$ cat config.mk
export PLATFORM = sky130hd
export DESIGN_NAME = multwrap_result_writer
export DESIGN_NICKNAME = d
export VERILOG_FILES = /design/src/rtl/linear_proj_pkg.sv /design/src/rtl/result_hold_buf.sv /design/src/rtl/multwrap_result_writer.sv
export SDC_FILE = /design/constraint.sdc
export NUM_CORES = 1
export LEC_CHECK = 0
export CAP_MARGIN = 0
export CORE_MARGIN = 5
export CORE_UTILIZATION = 45
export CTS_BUF_LIST = sky130_fd_sc_hd__clkbuf_4
export DETAILED_ROUTE_END_ITERATION = 10
export PLACE_DENSITY = 0.69
export RECOVER_POWER = 50
export SLEW_MARGIN = 20
export SYNTH_ARGS = -nofsm -noshare
export SYNTH_HDL_FRONTEND = slang
export SYNTH_SLANG_ARGS = --single-unit
$ cat constraint.sdc
create_clock -name clk -period 17.3 [get_ports clk]
set_clock_uncertainty 0.2 [all_clocks]
set_input_delay 1.73 -clock clk [delete_from_list [all_inputs] [get_ports clk]]
set_output_delay 1.73 -clock clk [all_outputs]
set_load 0.005 [all_outputs]
$ cat src/rtl/linear_proj_pkg.sv
// Shared types and sizes for the linear-projection datapath.
//   OUT_WORD_W     : width of one matmul result lane
//   TOTAL_INPUT_W  : result lanes presented per acc_done_wrap capture
//   res_wr_state_t : state encoding of the result-BRAM writer
package linear_proj_pkg;

    localparam int WIDTH_OUT     = 16;
    localparam int CHUNK_SIZE    = 1;
    localparam int NUM_CORES_A   = 2;
    localparam int NUM_CORES_B   = 1;
    localparam int TOTAL_MODULES = 1;

    localparam int OUT_WORD_W    = WIDTH_OUT * CHUNK_SIZE * NUM_CORES_A * NUM_CORES_B * TOTAL_MODULES;
    localparam int TOTAL_INPUT_W = 4;

    typedef enum logic [1:0] {
        RW_IDLE,
        RW_ARMED,
        RW_WRITE,
        RW_DONE
    } res_wr_state_t;

endpackage

$ cat src/rtl/result_hold_buf.sv
// Two-entry lane buffer (hold + pending) in front of the result BRAM writer.
// The hold entry is the capture currently being written out; the pending entry
// absorbs one capture that arrives while the hold entry is still draining.
// Ports:
//   clk, rst_n    : clock, async active-low reset (both entries invalid)
//   cap_req_i     : capture strobe, already qualified by the writer state
//   cap_allow_i   : capture-count limit not yet reached
//   pop_i         : hold entry fully written (final-word cycle)
//   lanes_i       : result lanes to capture
//   rd_idx_i      : lane index read from the hold entry
//   rd_word_o     : hold[rd_idx_i]
//   accept_o      : capture taken this cycle
//   drop_o        : capture lost because both entries are occupied
//   pend_valid_o  : pending entry holds a capture
module result_hold_buf #(
    parameter int WORD_W = 32,
    parameter int LANES  = 4,
    parameter int IDX_W  = 2
) (
    input  logic              clk,
    input  logic              rst_n,
    input  logic              cap_req_i,
    input  logic              cap_allow_i,
    input  logic              pop_i,
    input  logic [WORD_W-1:0] lanes_i [LANES],
    input  logic [IDX_W-1:0]  rd_idx_i,
    output logic [WORD_W-1:0] rd_word_o,
    output logic              accept_o,
    output logic              drop_o,
    output logic              pend_valid_o
);

    logic              hold_v_q, hold_v_d;
    logic              pend_v_q, pend_v_d;
    logic              full;
    logic              load_hold_pend, load_hold_in, load_pend_in;
    logic [WORD_W-1:0] hold_q [LANES];
    logic [WORD_W-1:0] pend_q [LANES];

    // A full buffer loses the capture even on the cycle the hold entry drains.
    assign full     = hold_v_q & pend_v_q;
    assign drop_o   = cap_req_i & full;
    assign accept_o = cap_req_i & ~full & cap_allow_i;

    // NOTE: every signal written here gets a default first, so no latch is inferred.
    always_comb begin
        hold_v_d       = hold_v_q;
        pend_v_d       = pend_v_q;
        load_hold_pend = 1'b0;
        load_hold_in   = 1'b0;
        load_pend_in   = 1'b0;
        if (pop_i) begin
            if (pend_v_q) begin
                load_hold_pend = 1'b1;
                pend_v_d       = 1'b0;
            end else begin
                hold_v_d = 1'b0;
            end
        end
        // A capture on the draining cycle with pending empty goes straight to
        // hold, which is the same as passing through pending with no gap.
        if (accept_o) begin
            if (!hold_v_d) begin
                load_hold_in = 1'b1;
                hold_v_d     = 1'b1;
            end else begin
                load_pend_in = 1'b1;
                pend_v_d     = 1'b1;
            end
        end
    end

    // NOTE: sequential state uses non-blocking assignments so all flops sample pre-edge values.
    always_ff @(posedge clk or negedge rst_n) begin
        if (!rst_n) begin
            hold_v_q <= 1'b0;
            pend_v_q <= 1'b0;
        end else begin
            hold_v_q <= hold_v_d;
            pend_v_q <= pend_v_d;
        end
    end

    // NOTE: lane storage is not reset; the valid flags alone say whether it is meaningful.
    always_ff @(posedge clk) begin
        if (load_hold_pend) begin
            hold_q <= pend_q;
        end else if (load_hold_in) begin
            hold_q <= lanes_i;
        end
        if (load_pend_in) begin
            pend_q <= lanes_i;
        end
    end

    assign rd_word_o    = hold_q[rd_idx_i];
    assign pend_valid_o = pend_v_q;

endmodule

$ cat src/rtl/multwrap_result_writer.sv
// Drains matmul-wrapper results into the result BRAM (port A, write-only).
// Each accepted acc_done_wrap capture of TOTAL_INPUT_W lanes is written one word
// per cycle to consecutive addresses; NUM_CAPTURES captures make one pass.
// Ports:
//   clk, rst_n          : clock, async active-low reset
//   start               : begin a pass (ignored while busy)
//   acc_done_wrap       : capture strobe from the matmul wrapper
//   out_multwrap_wbram  : result lanes
//   res_ena/res_wea     : BRAM port A enable / write enable (always equal)
//   res_addra/res_dina  : BRAM port A address / write data
//   busy                : pass in progress (ARMED, WRITE, DONE)
//   done                : one-cycle pulse at the end of a pass
//   overflow            : sticky until next start, a capture was dropped
//   res_last            : final word of the pass (only with RESULT_WRITER_LAST_FLAG_EN)
// Build option: define RESULT_WRITER_LAST_FLAG_EN to add the res_last port.
module multwrap_result_writer
    import linear_proj_pkg::*;
#(
    parameter int OUT_WORD_W     = linear_proj_pkg::OUT_WORD_W,
    parameter int TOTAL_INPUT_W  = linear_proj_pkg::TOTAL_INPUT_W,
    parameter int NUM_CAPTURES   = 16,
    parameter int ADDR_WIDTH_OUT = $clog2(NUM_CAPTURES * TOTAL_INPUT_W),
    parameter int BASE_ADDR      = 0
) (
    input  logic                      clk,
    input  logic                      rst_n,
    input  logic                      start,
    input  logic                      acc_done_wrap,
    input  logic [OUT_WORD_W-1:0]     out_multwrap_wbram [TOTAL_INPUT_W],
    output logic                      res_ena,
    output logic                      res_wea,
    output logic [ADDR_WIDTH_OUT-1:0] res_addra,
    output logic [OUT_WORD_W-1:0]     res_dina,
    output logic                      busy,
    output logic                      done,
`ifdef RESULT_WRITER_LAST_FLAG_EN
    output logic                      res_last,
`endif
    output logic                      overflow
);

    localparam int CNT_W = $clog2(NUM_CAPTURES + 1);
    localparam int IDX_W = (TOTAL_INPUT_W > 1) ? $clog2(TOTAL_INPUT_W) : 1;
    localparam logic [CNT_W-1:0] CAP_MAX  = CNT_W'(NUM_CAPTURES);
    localparam logic [IDX_W-1:0] IDX_LAST = IDX_W'(TOTAL_INPUT_W - 1);

    res_wr_state_t             state_q, state_d;
    logic [CNT_W-1:0]          cap_cnt_q, cap_cnt_d;   // captures fully written
    logic [CNT_W-1:0]          acc_cnt_q, acc_cnt_d;   // captures accepted
    logic [IDX_W-1:0]          word_idx_q, word_idx_d;
    logic                      overflow_q, overflow_d;
    logic                      in_write, last_word;
    logic                      cap_req, cap_allow, accept, drop, pend_valid;
    logic [OUT_WORD_W-1:0]     rd_word;
    logic [ADDR_WIDTH_OUT-1:0] addr_calc;

    assign in_write  = (state_q == RW_WRITE);
    assign last_word = in_write && (word_idx_q == IDX_LAST);
    assign cap_req   = acc_done_wrap && ((state_q == RW_ARMED) || in_write);
    assign cap_allow = (acc_cnt_q < CAP_MAX);

    result_hold_buf #(
        .WORD_W (OUT_WORD_W),
        .LANES  (TOTAL_INPUT_W),
        .IDX_W  (IDX_W)
    ) u_hold_buf (
        .clk          (clk),
        .rst_n        (rst_n),
        .cap_req_i    (cap_req),
        .cap_allow_i  (cap_allow),
        .pop_i        (last_word),
        .lanes_i      (out_multwrap_wbram),
        .rd_idx_i     (word_idx_q),
        .rd_word_o    (rd_word),
        .accept_o     (accept),
        .drop_o       (drop),
        .pend_valid_o (pend_valid)
    );

    always_comb begin
        state_d    = state_q;
        cap_cnt_d  = cap_cnt_q;
        acc_cnt_d  = accept ? acc_cnt_q + CNT_W'(1) : acc_cnt_q;
        word_idx_d = word_idx_q;
        overflow_d = overflow_q | drop;
        unique case (state_q)
            RW_IDLE: begin
                if (start) begin
                    state_d    = RW_ARMED;
                    cap_cnt_d  = '0;
                    acc_cnt_d  = '0;
                    word_idx_d = '0;
                    overflow_d = 1'b0;
                end
            end
            RW_ARMED: begin
                if (accept) begin
                    state_d = RW_WRITE;
                end
            end
            RW_WRITE: begin
                if (last_word) begin
                    word_idx_d = '0;
                    cap_cnt_d  = cap_cnt_q + CNT_W'(1);
                    // Next capture already buffered (or arriving now): no gap cycle.
                    if (pend_valid || accept) begin
                        state_d = RW_WRITE;
                    end else if (cap_cnt_d == CAP_MAX) begin
                        state_d = RW_DONE;
                    end else begin
                        state_d = RW_ARMED;
                    end
                end else begin
                    word_idx_d = word_idx_q + IDX_W'(1);
                end
            end
            RW_DONE: begin
                state_d = RW_IDLE;
            end
            default: begin
                state_d = RW_IDLE;
            end
        endcase
    end

    always_ff @(posedge clk or negedge rst_n) begin
        if (!rst_n) begin
            state_q    <= RW_IDLE;
            cap_cnt_q  <= '0;
            acc_cnt_q  <= '0;
            word_idx_q <= '0;
            overflow_q <= 1'b0;
        end else begin
            state_q    <= state_d;
            cap_cnt_q  <= cap_cnt_d;
            acc_cnt_q  <= acc_cnt_d;
            word_idx_q <= word_idx_d;
            overflow_q <= overflow_d;
        end
    end

    // Address wraps modulo 2**ADDR_WIDTH_OUT by truncation.
    assign addr_calc = ADDR_WIDTH_OUT'(32'(BASE_ADDR) + 32'(cap_cnt_q) * 32'(TOTAL_INPUT_W)
                                       + 32'(word_idx_q));

    // Port outputs are gated by state so reset forces them all low at once,
    // regardless of the unreset lane storage.
    assign res_ena   = in_write;
    assign res_wea   = in_write;
    assign res_addra = in_write ? addr_calc : '0;
    assign res_dina  = in_write ? rd_word : '0;
    assign busy      = (state_q != RW_IDLE);
    assign done      = (state_q == RW_DONE);
    assign overflow  = overflow_q;

`ifdef RESULT_WRITER_LAST_FLAG_EN
    assign res_last  = last_word && (cap_cnt_q == CAP_MAX - CNT_W'(1));
`endif

endmodule

==> results of run 1 <==
[cell type report]
| cell class | count | area, um^2 | share of cell area [%] |
|---|---|---|---|
| Antenna cell | 3 | 7.507 | 0.05288 |
| Clock buffer | 106 | 795.8 | 5.606 |
| Clock inverter | 15 | 110.1 | 0.7756 |
| Inverter | 5 | 18.77 | 0.1322 |
| Multi-Input combinational cell | 269 | 2934 | 20.67 |
| Sequential cell | 273 | 8114 | 57.16 |
| Tap cell | 330 | 412.9 | 2.909 |
| Timing Repair Buffer | 180 | 1803 | 12.70 |
[power by group through the flow]
stage | Sequential [uW] | Clock, uW | Combinational (uW)
finish | 772 | 556 | 247
floorplan | 770 | 0 | 157
global route | 776 | 616 | 269
detailed placement | 788 | 0 | 252
global placement | 786 | 0 | 248
CTS | 774 | 576 | 254
[synthesized netlist by cell type (3+ instances only)]
cell                       count  area [um^2]
sky130_fd_sc_hd__mux4_2       28        630.6
sky130_fd_sc_hd__ha_1          7        87.58
sky130_fd_sc_hd__and2_1       39        244.0
sky130_fd_sc_hd__o21ai_0       7        35.03
sky130_fd_sc_hd__mux4_1        4        105.1
sky130_fd_sc_hd__mux2_2      129         1453
sky130_fd_sc_hd__buf_2         6        30.03
sky130_fd_sc_hd__nand3_1       4        20.02
sky130_fd_sc_hd__a22o_1        3        26.28
sky130_fd_sc_hd__clkbuf_1      6        22.52
sky130_fd_sc_hd__nor2_1        9        33.78
sky130_fd_sc_hd__inv_1         5        18.77
sky130_fd_sc_hd__a21oi_1       4        20.02
sky130_fd_sc_hd__nand2_1       6        22.52
sky130_fd_sc_hd__xnor2_1       3        26.28
sky130_fd_sc_hd__edfxtp_1    256         7687
sky130_fd_sc_hd__buf_6        14        157.7
sky130_fd_sc_hd__dfrtp_1      17        425.4
[cells in the final DEF (no fill, tap or decap), types with 2 or more instances in the layout]
cell type and n:
sky130_fd_sc_hd__a21bo_2 2, sky130_fd_sc_hd__a21oi_1 4, sky130_fd_sc_hd__a22o_1 3, sky130_fd_sc_hd__a41oi_1 2, sky130_fd_sc_hd__and2_1 38, sky130_fd_sc_hd__and3_1 2, sky130_fd_sc_hd__buf_4 4, sky130_fd_sc_hd__bufinv_16 2
sky130_fd_sc_hd__clkbuf_4 106, sky130_fd_sc_hd__clkdlybuf4s50_1 43, sky130_fd_sc_hd__clkinv_1 10, sky130_fd_sc_hd__dfrtp_1 16, sky130_fd_sc_hd__diode_2 3, sky130_fd_sc_hd__dlygate4sd3_1 131, sky130_fd_sc_hd__edfxtp_1 256, sky130_fd_sc_hd__ha_1 6
sky130_fd_sc_hd__inv_1 5, sky130_fd_sc_hd__inv_2 2, sky130_fd_sc_hd__mux2_2 128, sky130_fd_sc_hd__mux2i_1 2, sky130_fd_sc_hd__mux4_1 4, sky130_fd_sc_hd__mux4_2 28, sky130_fd_sc_hd__nand2_1 6, sky130_fd_sc_hd__nand3_1 5
sky130_fd_sc_hd__nor2_1 9, sky130_fd_sc_hd__nor3_1 2, sky130_fd_sc_hd__o21ai_0 7, sky130_fd_sc_hd__xnor2_1 3, sky130_fd_sc_hd__xor2_1 2
[layer usage]
metal | vias up | routed length (um) | part of all wire [%]
li1 | 2788 | - | -
met1 | 2995 | 9413 | 41
met2 | 228 | 11380 | 50
met3 | 41 | 1720 | 7.5
met4 | 8 | 352 | 1.5
met5 | - | 40 | 0.17
[kinds of logic (layout without fill, tap and decap cells)]
| family | count (synthesis) | after routing |
|---|---|---|
| fa+ha+maj | 7 | 7 |
| mux | 163 | 163 |
| simple gates | 68 | 68 |
| buf+inv | 36 | 306 |
| compound gates | 26 | 26 |
| xor+xnor | 5 | 5 |
| other cells | 0 | 3 |
| flops | 273 | 273 |
[worst min-delay path, stage by stage, from the launching register on]
cell and delay [ns]:
sky130_fd_sc_hd__dfrtp_1 0.36, sky130_fd_sc_hd__a41oi_1 0.05, sky130_fd_sc_hd__nor2_1 0.07
[final timing paths]
check / startpoint / end / depth (start not counted)
worst max-delay path: word_idx_q[1] / u_hold_buf.hold_q[80] / 5
worst min-delay path: overflow / overflow / 2
worst max register to register: word_idx_q[1] / u_hold_buf.hold_q[80] / 5
worst min register to register: overflow / overflow / 2
max in group asynchronous: rst_n / word_idx_q[0] / 1
min in group asynchronous: rst_n / u_hold_buf.hold_v_q / 1
[registers in the layout, indices dropped and copies added, names as in the netlist]
name and flops:
acc_cnt_q 5, cap_cnt_q 5, overflow 1, state_q 2, u_hold_buf.hold_q 128, u_hold_buf.hold_v_q 1, u_hold_buf.pend_q 128, u_hold_buf.pend_valid_o 1
word_idx_q 2
[per-stage QoR]
step	setup WS (ns)	instances	area [um^2]	utilization [%]	power, uW
after CTS	12.06	1177	14170	56.78	1604
after floorplan	8.075	578	11310	-	927.2
final	11.22	1181	14200	56.87	1576
after global routing	10.73	1181	14200	56.87	1661
after detailed placement	12.09	1056	13270	53.15	1040
after global placement	12.25	1056	13270	53.15	1034
==> reports/metrics.cfg, run 1 <==
[global_route]
grt_pass1_wl_mm = 36.41
grt_remaining_overflow = 0
groute.layer.met1.usage_pct = 20.97
globalRoute.busiestLayer = met2
antenna_violations_before_repair = 7
first_global_vias = 6723
grt_util_met3_pct = 5.441
grt_start_max_net_pins = 81
grt_usage_pct = 16.29
grt_util_met2_pct = 26.01

[cts]
insertion_delay_ns = 0.64
htree_levels = 3
tritoncts = built
clkSinkCount = 273
post-cts-setup-buffers = 0
cts.reportedPaths.clkPinSlew_ns = 0.06
cts-root-to-sink-buffers = 3
cts_hold_buffers = 0
cts-root-buf = sky130_fd_sc_hd__clkbuf_4
resized_after_cts = 0
numCtsBuffers = 71

[worst_setup_path]
critPathBufInv = 2
path_delay_family = buffers and inverters
setup.worst_path.start_class = register
setup.worst_path.end_class = register
cp.required_ns = 17.35
path_max_fanout = 76
crit_slowest_cell = sky130_fd_sc_hd__clkbuf_1
r2r_slack_ns = 11.22
max_stage_delay_ns = 1.97
worstPathArrival_ns = 6.14
critical_path_class = register to register
path_cells = ha_1 > nand2_1 > o22ai_4 > clkbuf_1 > buf_4

[floorplanning]
floorplan.rows = 58
die_area_um2 = 28410
die-width_um = 168.6
start_util_pct = 45.32
die_y_um = 168.6
core-area_um2 = 24960
num_io_pins = 175

[power_and_ir_drop]
switching_share_pct = 23.90
share_seq_of_total_power_pct = 49.0
cellPowerDensity_nw_per_um2 = 111.0
leakagePower_uw = 0.004861
power.ir.vdd_worst_uv = 75.10
net-switching-power_uw = 376.6
power.clock.fraction_pct = 35.3
combinational_share_of_power_pct = 15.7
cell_internal_pwr_uw = 1199

[routing]
routed_wirelength_mm = 22.91
drt_pass1_iterations = 5
vias = 6060
drtAntennaViolNets = 0
dr.first_iter.drc_count = 368
routed_wire_length_per_instance_um = 19.40
route.detailed.drc = 0
route.detailed.vias_per_inst = 5.131

[cells_and_area]
layout-drive-gt1-share_pct = 32.67
fillers = 1963
layout.nets = 939
flow.area_growth_from_synthesis_pct = 25.47

[synthesis]
synth_area_per_cell_um2 = 19.58
synth_simple_gate_area_share_pct = 3.450
synth-compound-area-share_pct = 1.615
post_syn_nets = 717
synth_seq_cells = 273
dominant_combinational_cell_family_by_area_after_synthesis = multiplexers
multiplexer_area_fraction_after_synthesis_pct = 19.52
synth_seq_area_share_pct = 71.70
number_of_enable_flip_flop_cells_after_synthesis = 256
cell_area_after_technology_mapping_um2 = 11310
synthArstFlopShare_pct = 6.227
synth-xor-area-share_pct = 0.3870
top_reg_cell_synth = sky130_fd_sc_hd__edfxtp_1
yosys.area_share.adder_pct = 0.7741
post_synth_num_cell_types = 41
netlist_instances = 578
synth_warn = 0

[sta]
worst_slew_margin_pct = -84.54
finalSetupViolCount = 0
fin_crit_sh_pct = 35.15
hold_viol_final = 0
number_of_max_slew_violations_in_the_final_report = 179
post-route-min-period_ns = 6.081
timing.setup.tns_ns = 0
hold_ws_ns = 0.3180
maximum_achievable_frequency_mhz = 164.4
max_slew.worst_pin.slew_ns = 2.768
rsz0062_at_grt = false

[hold_path]
class_of_the_tightest_hold_or_removal_check = register to register

[run]
number_of_max_cap_violations = 4

[placed_design]
port_buffers = 174
place.gp.congestion = 0.8106
dpl.hpwl_mm = 14.42

[run_status]
run_status = finished with violations
failed_checks = capacitance limit, slew limit

Power figures use the tool's default switching activity.
==> inputs of run 2 (changes only) <==
clock period = 5.71 ns   (was 17.3 ns; I/O delays follow)
==> reports/metrics.cfg, run 2 (synthesis results as in run 1) <==
[cts]
clkSinkCount = 273
post-cts-setup-buffers = 0
cts-root-to-sink-buffers = 3
numCtsBuffers = 70
tritoncts = built
cts-root-buf = sky130_fd_sc_hd__clkbuf_4
insertion_delay_ns = 0.64
resized_after_cts = 0
cts.reportedPaths.clkPinSlew_ns = 0.07
cts_hold_buffers = 0
htree_levels = 3

[cells_and_area]
layout.nets = 938
flow.area_growth_from_synthesis_pct = 24.83
final_cell_mix = 256 x sky130_fd_sc_hd__edfxtp_1, 132 x sky130_fd_sc_hd__dlygate4sd3_1, 129 x sky130_fd_sc_hd__mux2_2
fillers = 1970
layout-drive-gt1-share_pct = 32.27
layout.cell_area.non_filler_um2 = 14120
stdcell_count = 1179
final_common_cell = sky130_fd_sc_hd__edfxtp_1
reg_top3 = u_hold_buf.hold_q x128, u_hold_buf.pend_q x128

[worst_setup_path]
r2r_end = u_hold_buf.pend_q[29]
worstPathArrival_ns = 4.29
critical_path_class = register to register
reg2regPathDepth = 4
crit_slowest_cell = sky130_fd_sc_hd__and3_2
path_cells = ha_1 > nand2_1 > and3_2 > buf_12
reg_to_reg_start = word_idx_q[1]
r2r_slack_ns = 1.50
setup.worst_path.start_class = register
setup.worst_path.end_class = register
cp.required_ns = 5.79
max_stage_delay_ns = 1.18
path_max_fanout = 71

[floorplanning]
die-width_um = 168.6
core-area_um2 = 24960
die_y_um = 168.6
start_util_pct = 45.32
num_io_pins = 175
floorplan.rows = 58
die_area_um2 = 28410

[run_status]
run_status = finished with violations
failed_checks = capacitance limit, slew limit

[routing]
vias = 6070
route.detailed.vias_per_inst = 5.148
drt_pass1_iterations = 4
routed_wire_length_per_instance_um = 19.18
dr.first_iter.drc_count = 396
routed_wirelength_mm = 22.61
route.detailed.drc = 0
drtAntennaViolNets = 0

[placed_design]
placed_cells = 1057
placement.cell_area_um2 = 13290
pre_cts_worst_setup_slack_ns = 2.125
place.gp.congestion = 0.7691
port_buffers = 174
dpl.hpwl_mm = 14.38

[global_route]
grt_usage_pct = 15.93
first_global_vias = 6610
grt_pass1_wl_mm = 35.40
antenna_violations_before_repair = 3
grt_start_max_net_pins = 81
grt_remaining_overflow = 0

[sta]
timing.setup.tns_ns = 0
post-route-min-period_ns = 4.209
maximum_achievable_frequency_mhz = 237.6
worst_slew_margin_pct = -19.88
layout_setup_ws_ns = 1.501
max_slew.worst_pin.slew_ns = 1.798
finalSetupViolCount = 0
hold_viol_final = 0
number_of_max_slew_violations_in_the_final_report = 37
fin_crit_sh_pct = 73.71
rsz0062_at_grt = false

[power_and_ir_drop]
leakagePower_uw = 0.004829
power.ir.vdd_worst_uv = 158.5
cellPowerDensity_nw_per_um2 = 330.6

[hold_path]
class_of_the_tightest_hold_or_removal_check = primary input to asynchronous set/reset pin

[run]
number_of_max_cap_violations = 1

==> run 2: worst max path at each step <==
stage	from	slack (ns)	end	cells past startpoint
2_1_floorplan	state_q[0]	0.55	u_hold_buf.hold_q[0]	6
3_3_place_gp	acc_done_wrap	2.25	u_hold_buf.pend_q[61]	5
3_5_place_dp	acc_done_wrap	2.12	u_hold_buf.pend_q[93]	5
4_1_cts	word_idx_q[0]	1.64	res_dina[2]	4
5_1_grt	word_idx_q[1]	1.24	u_hold_buf.pend_q[29]	4
6_report	word_idx_q[1]	1.50	u_hold_buf.pend_q[29]	4
==> run 2: area by class of cell <==
class / count / area (um^2) / share of cell area (%)
sequential: 273 / 8114 / 57.45
clock buffer: 99 / 743.2 / 5.262
timing repair buffer: 180 / 1799 / 12.74
tap: 330 / 412.9 / 2.923
multi-input combinational: 269 / 2925 / 20.71
inverter: 5 / 18.77 / 0.1329
clock inverter: 20 / 102.6 / 0.7264
antenna: 3 / 7.507 / 0.05315
==> run 2: through the flow <==
stage / power (uW) / hold slack [ns] / util [%]
6_report: 4669 / 0.2907 / 56.58
2_1_floorplan: 2808 / 0.07541 / -
4_1_cts: 4776 / 0.1717 / 56.62
5_1_grt: 4921 / 0.2982 / 56.57
3_5_place_dp: 3160 / 0.3323 / 53.23
3_3_place_gp: 3134 / 0.3109 / 53.23
==> run 2: where the power goes <==
part / internal [uW] / switching (uW)
combinational: 424 / 321
clock: 842 / 744
sequential: 2260 / 73.6
total: 3530 / 1140
==> run 2: routing by layer <==
metal | global-route usage [%] | part of all wire [%] | vias up
li1 | - | - | 2787
met1 | 21.02 | 43 | 3029
met2 | 25.17 | 48 | 211
met3 | 4.717 | 7.0 | 41
met4 | 6.069 | 1.9 | 2
met5 | 0 | 0.031 | -
==> run 2: worst max-delay path, delay by kind of cell (launching register included) <==
kind | cells | cell delay, ns
AND/OR/NAND/NOR | 2 | 1.42
flip-flops | 1 | 1.06
buffers and inverters | 1 | 0.43
adder cells (fa/ha/maj) | 1 | 0.60
==> inputs of run 3 (changes only) <==
clock period = 3.9 ns   (was 5.71 ns; I/O delays follow)
==> reports/metrics.cfg, run 3 (synthesis results as in run 1) <==
[run_status]
run_status = finished clean

[routing]
vias = 6099
drtAntennaViolNets = 0
routed_wire_length_per_instance_um = 19.16
routed_wirelength_mm = 22.69
dr.first_iter.drc_count = 389
route.detailed.vias_per_inst = 5.151
route.detailed.drc = 0
drt_pass1_iterations = 4

[worst_setup_path]
setup.worst_path.start_class = register
path_cells = buf_4 > mux4_2 > and2_1 > clkdlybuf4s50_1
path_max_fanout = 20
max_stage_delay_ns = 0.73
worstPathArrival_ns = 2.81
cp.required_ns = 3.31
critical_path_class = register to primary output
cp.depth = 4
reg_to_reg_start = word_idx_q[1]
path_delay_family = buffers and inverters
critPathBufInv = 2
setup.worst_path.end_class = primary output
r2r_slack_ns = 0.50
crit_slowest_cell = sky130_fd_sc_hd__dfrtp_2
r2r_end = u_hold_buf.hold_q[20]
reg2regPathDepth = 4

[cells_and_area]
layout.nets = 946
final_common_cell = sky130_fd_sc_hd__edfxtp_1
flow.area_growth_from_synthesis_pct = 25.37
seq_area_um2 = 8115
final_cell_mix = 256 x sky130_fd_sc_hd__edfxtp_1, 133 x sky130_fd_sc_hd__dlygate4sd3_1, 129 x sky130_fd_sc_hd__mux2_2
stdcell_count = 1184
layout.core_utilization_pct = 56.82
multiInputGateArea_um2 = 2935
layout-drive-gt1-share_pct = 32.94
fillers = 1931
reg_top3 = u_hold_buf.hold_q x128, u_hold_buf.pend_q x128

[placed_design]
dpl.hpwl_mm = 14.65
place.gp.congestion = 0.7938
placed_cells = 1063
port_buffers = 174

[cts]
cts-root-to-sink-buffers = 3
tritoncts = built
numCtsBuffers = 71
cts.reportedPaths.clkPinSlew_ns = 0.07
cts-root-buf = sky130_fd_sc_hd__clkbuf_4
insertion_delay_ns = 0.63
clkSinkCount = 273
htree_levels = 3
resized_after_cts = 0
post-cts-setup-buffers = 0

[hold_path]
class_of_the_tightest_hold_or_removal_check = primary input to register
worst_hold_startpoint = out_multwrap_wbram[5]
destination_of_the_worst_hold_path = u_hold_buf.pend_q[5]
worst_hold_path_depth = 1

[floorplanning]
die_area_um2 = 28410
floorplan.rows = 58
die_y_um = 168.6
die-width_um = 168.6
core-area_um2 = 24960
num_io_pins = 175
start_util_pct = 45.32

[sta]
post-route-min-period_ns = 3.400
fin_crit_sh_pct = 87.19
rsz0062_at_grt = false
finalSetupViolCount = 0
timing.setup.tns_ns = 0
number_of_max_slew_violations_in_the_final_report = 0
max_slew.worst_pin.slew_ns = 1.233
maximum_achievable_frequency_mhz = 294.1
hold_ws_ns = 0.2147
hold_viol_final = 0
worst_slew_margin_pct = 17.83

[global_route]
grt_pass1_wl_mm = 35.85
antenna_violations_before_repair = 11
grt_start_max_net_pins = 81
grt_remaining_overflow = 0
first_global_vias = 6796
grt_usage_pct = 15.95

[power_and_ir_drop]
power.ir.vdd_worst_uv = 263.1
leakagePower_uw = 0.004854
cellPowerDensity_nw_per_um2 = 480.9
fin_total_pwr_uw = 6822

[run]
number_of_max_cap_violations = 0

-- run 3: changes by cell type in the layout (fill, tap and decap cells not counted), sizes merged --
cell         change
buf              +2
inv              -1
clkinv           -7
diode            +4
clkbuf           +6
dlygate4sd3      +1
-- run 3: worst max path at each step --
stage,start,endpoint,slack [ns]
after floorplan,state_q[0],u_hold_buf.hold_q[0],0.05
after global placement,acc_done_wrap,u_hold_buf.pend_q[19],0.97
after detailed placement,acc_done_wrap,u_hold_buf.pend_q[20],0.88
after CTS,word_idx_q[1],res_dina[14],0.40
after global routing,word_idx_q[1],u_hold_buf.hold_q[81],0.24
final,word_idx_q[1],res_dina[14],0.50
-- run 3: final cells by class --
cell class | count | area share (%)
Antenna cell | 7 | 0.1235
Inverter | 5 | 0.1323
Multi-Input combinational cell | 269 | 20.69
Clock buffer | 101 | 5.345
Sequential cell | 273 | 57.21
Clock inverter | 12 | 0.5116
Tap cell | 330 | 2.911
Timing Repair Buffer | 187 | 13.07
-- run 3: metal layers --
layer	global-route usage [%]	wire length (um)
met5	0	40
met4	6.281	408
met3	5.675	1684
met2	25.44	10970
met1	20.10	9583
-- run 3: repair_timing --
action | in CTS | in global routing
endpoints found under the hold margin | 17 | 0
setup endpoints to repair | 0 | 0
hold buffers | 1 | 0
-- run 3: where the power goes --
| part | internal (uW) | switching [uW] | leakage (uW) |
|---|---|---|---|
| Clock | 1240 | 1050 | 0.000504 |
| Sequential | 3320 | 59.7 | 0.00252 |
| Combinational | 624 | 524 | 0.00183 |
-- run 3: through the flow --
| step | setup WS [ns] | cell area, um^2 |
|---|---|---|
| after CTS | 0.3951 | 14220 |
| after global routing | 0.2439 | 14180 |
| after global placement | 0.9674 | 13380 |
| after detailed placement | 0.8820 | 13380 |
| final | 0.4995 | 14180 |
| after floorplan | 0.05100 | 11330 |
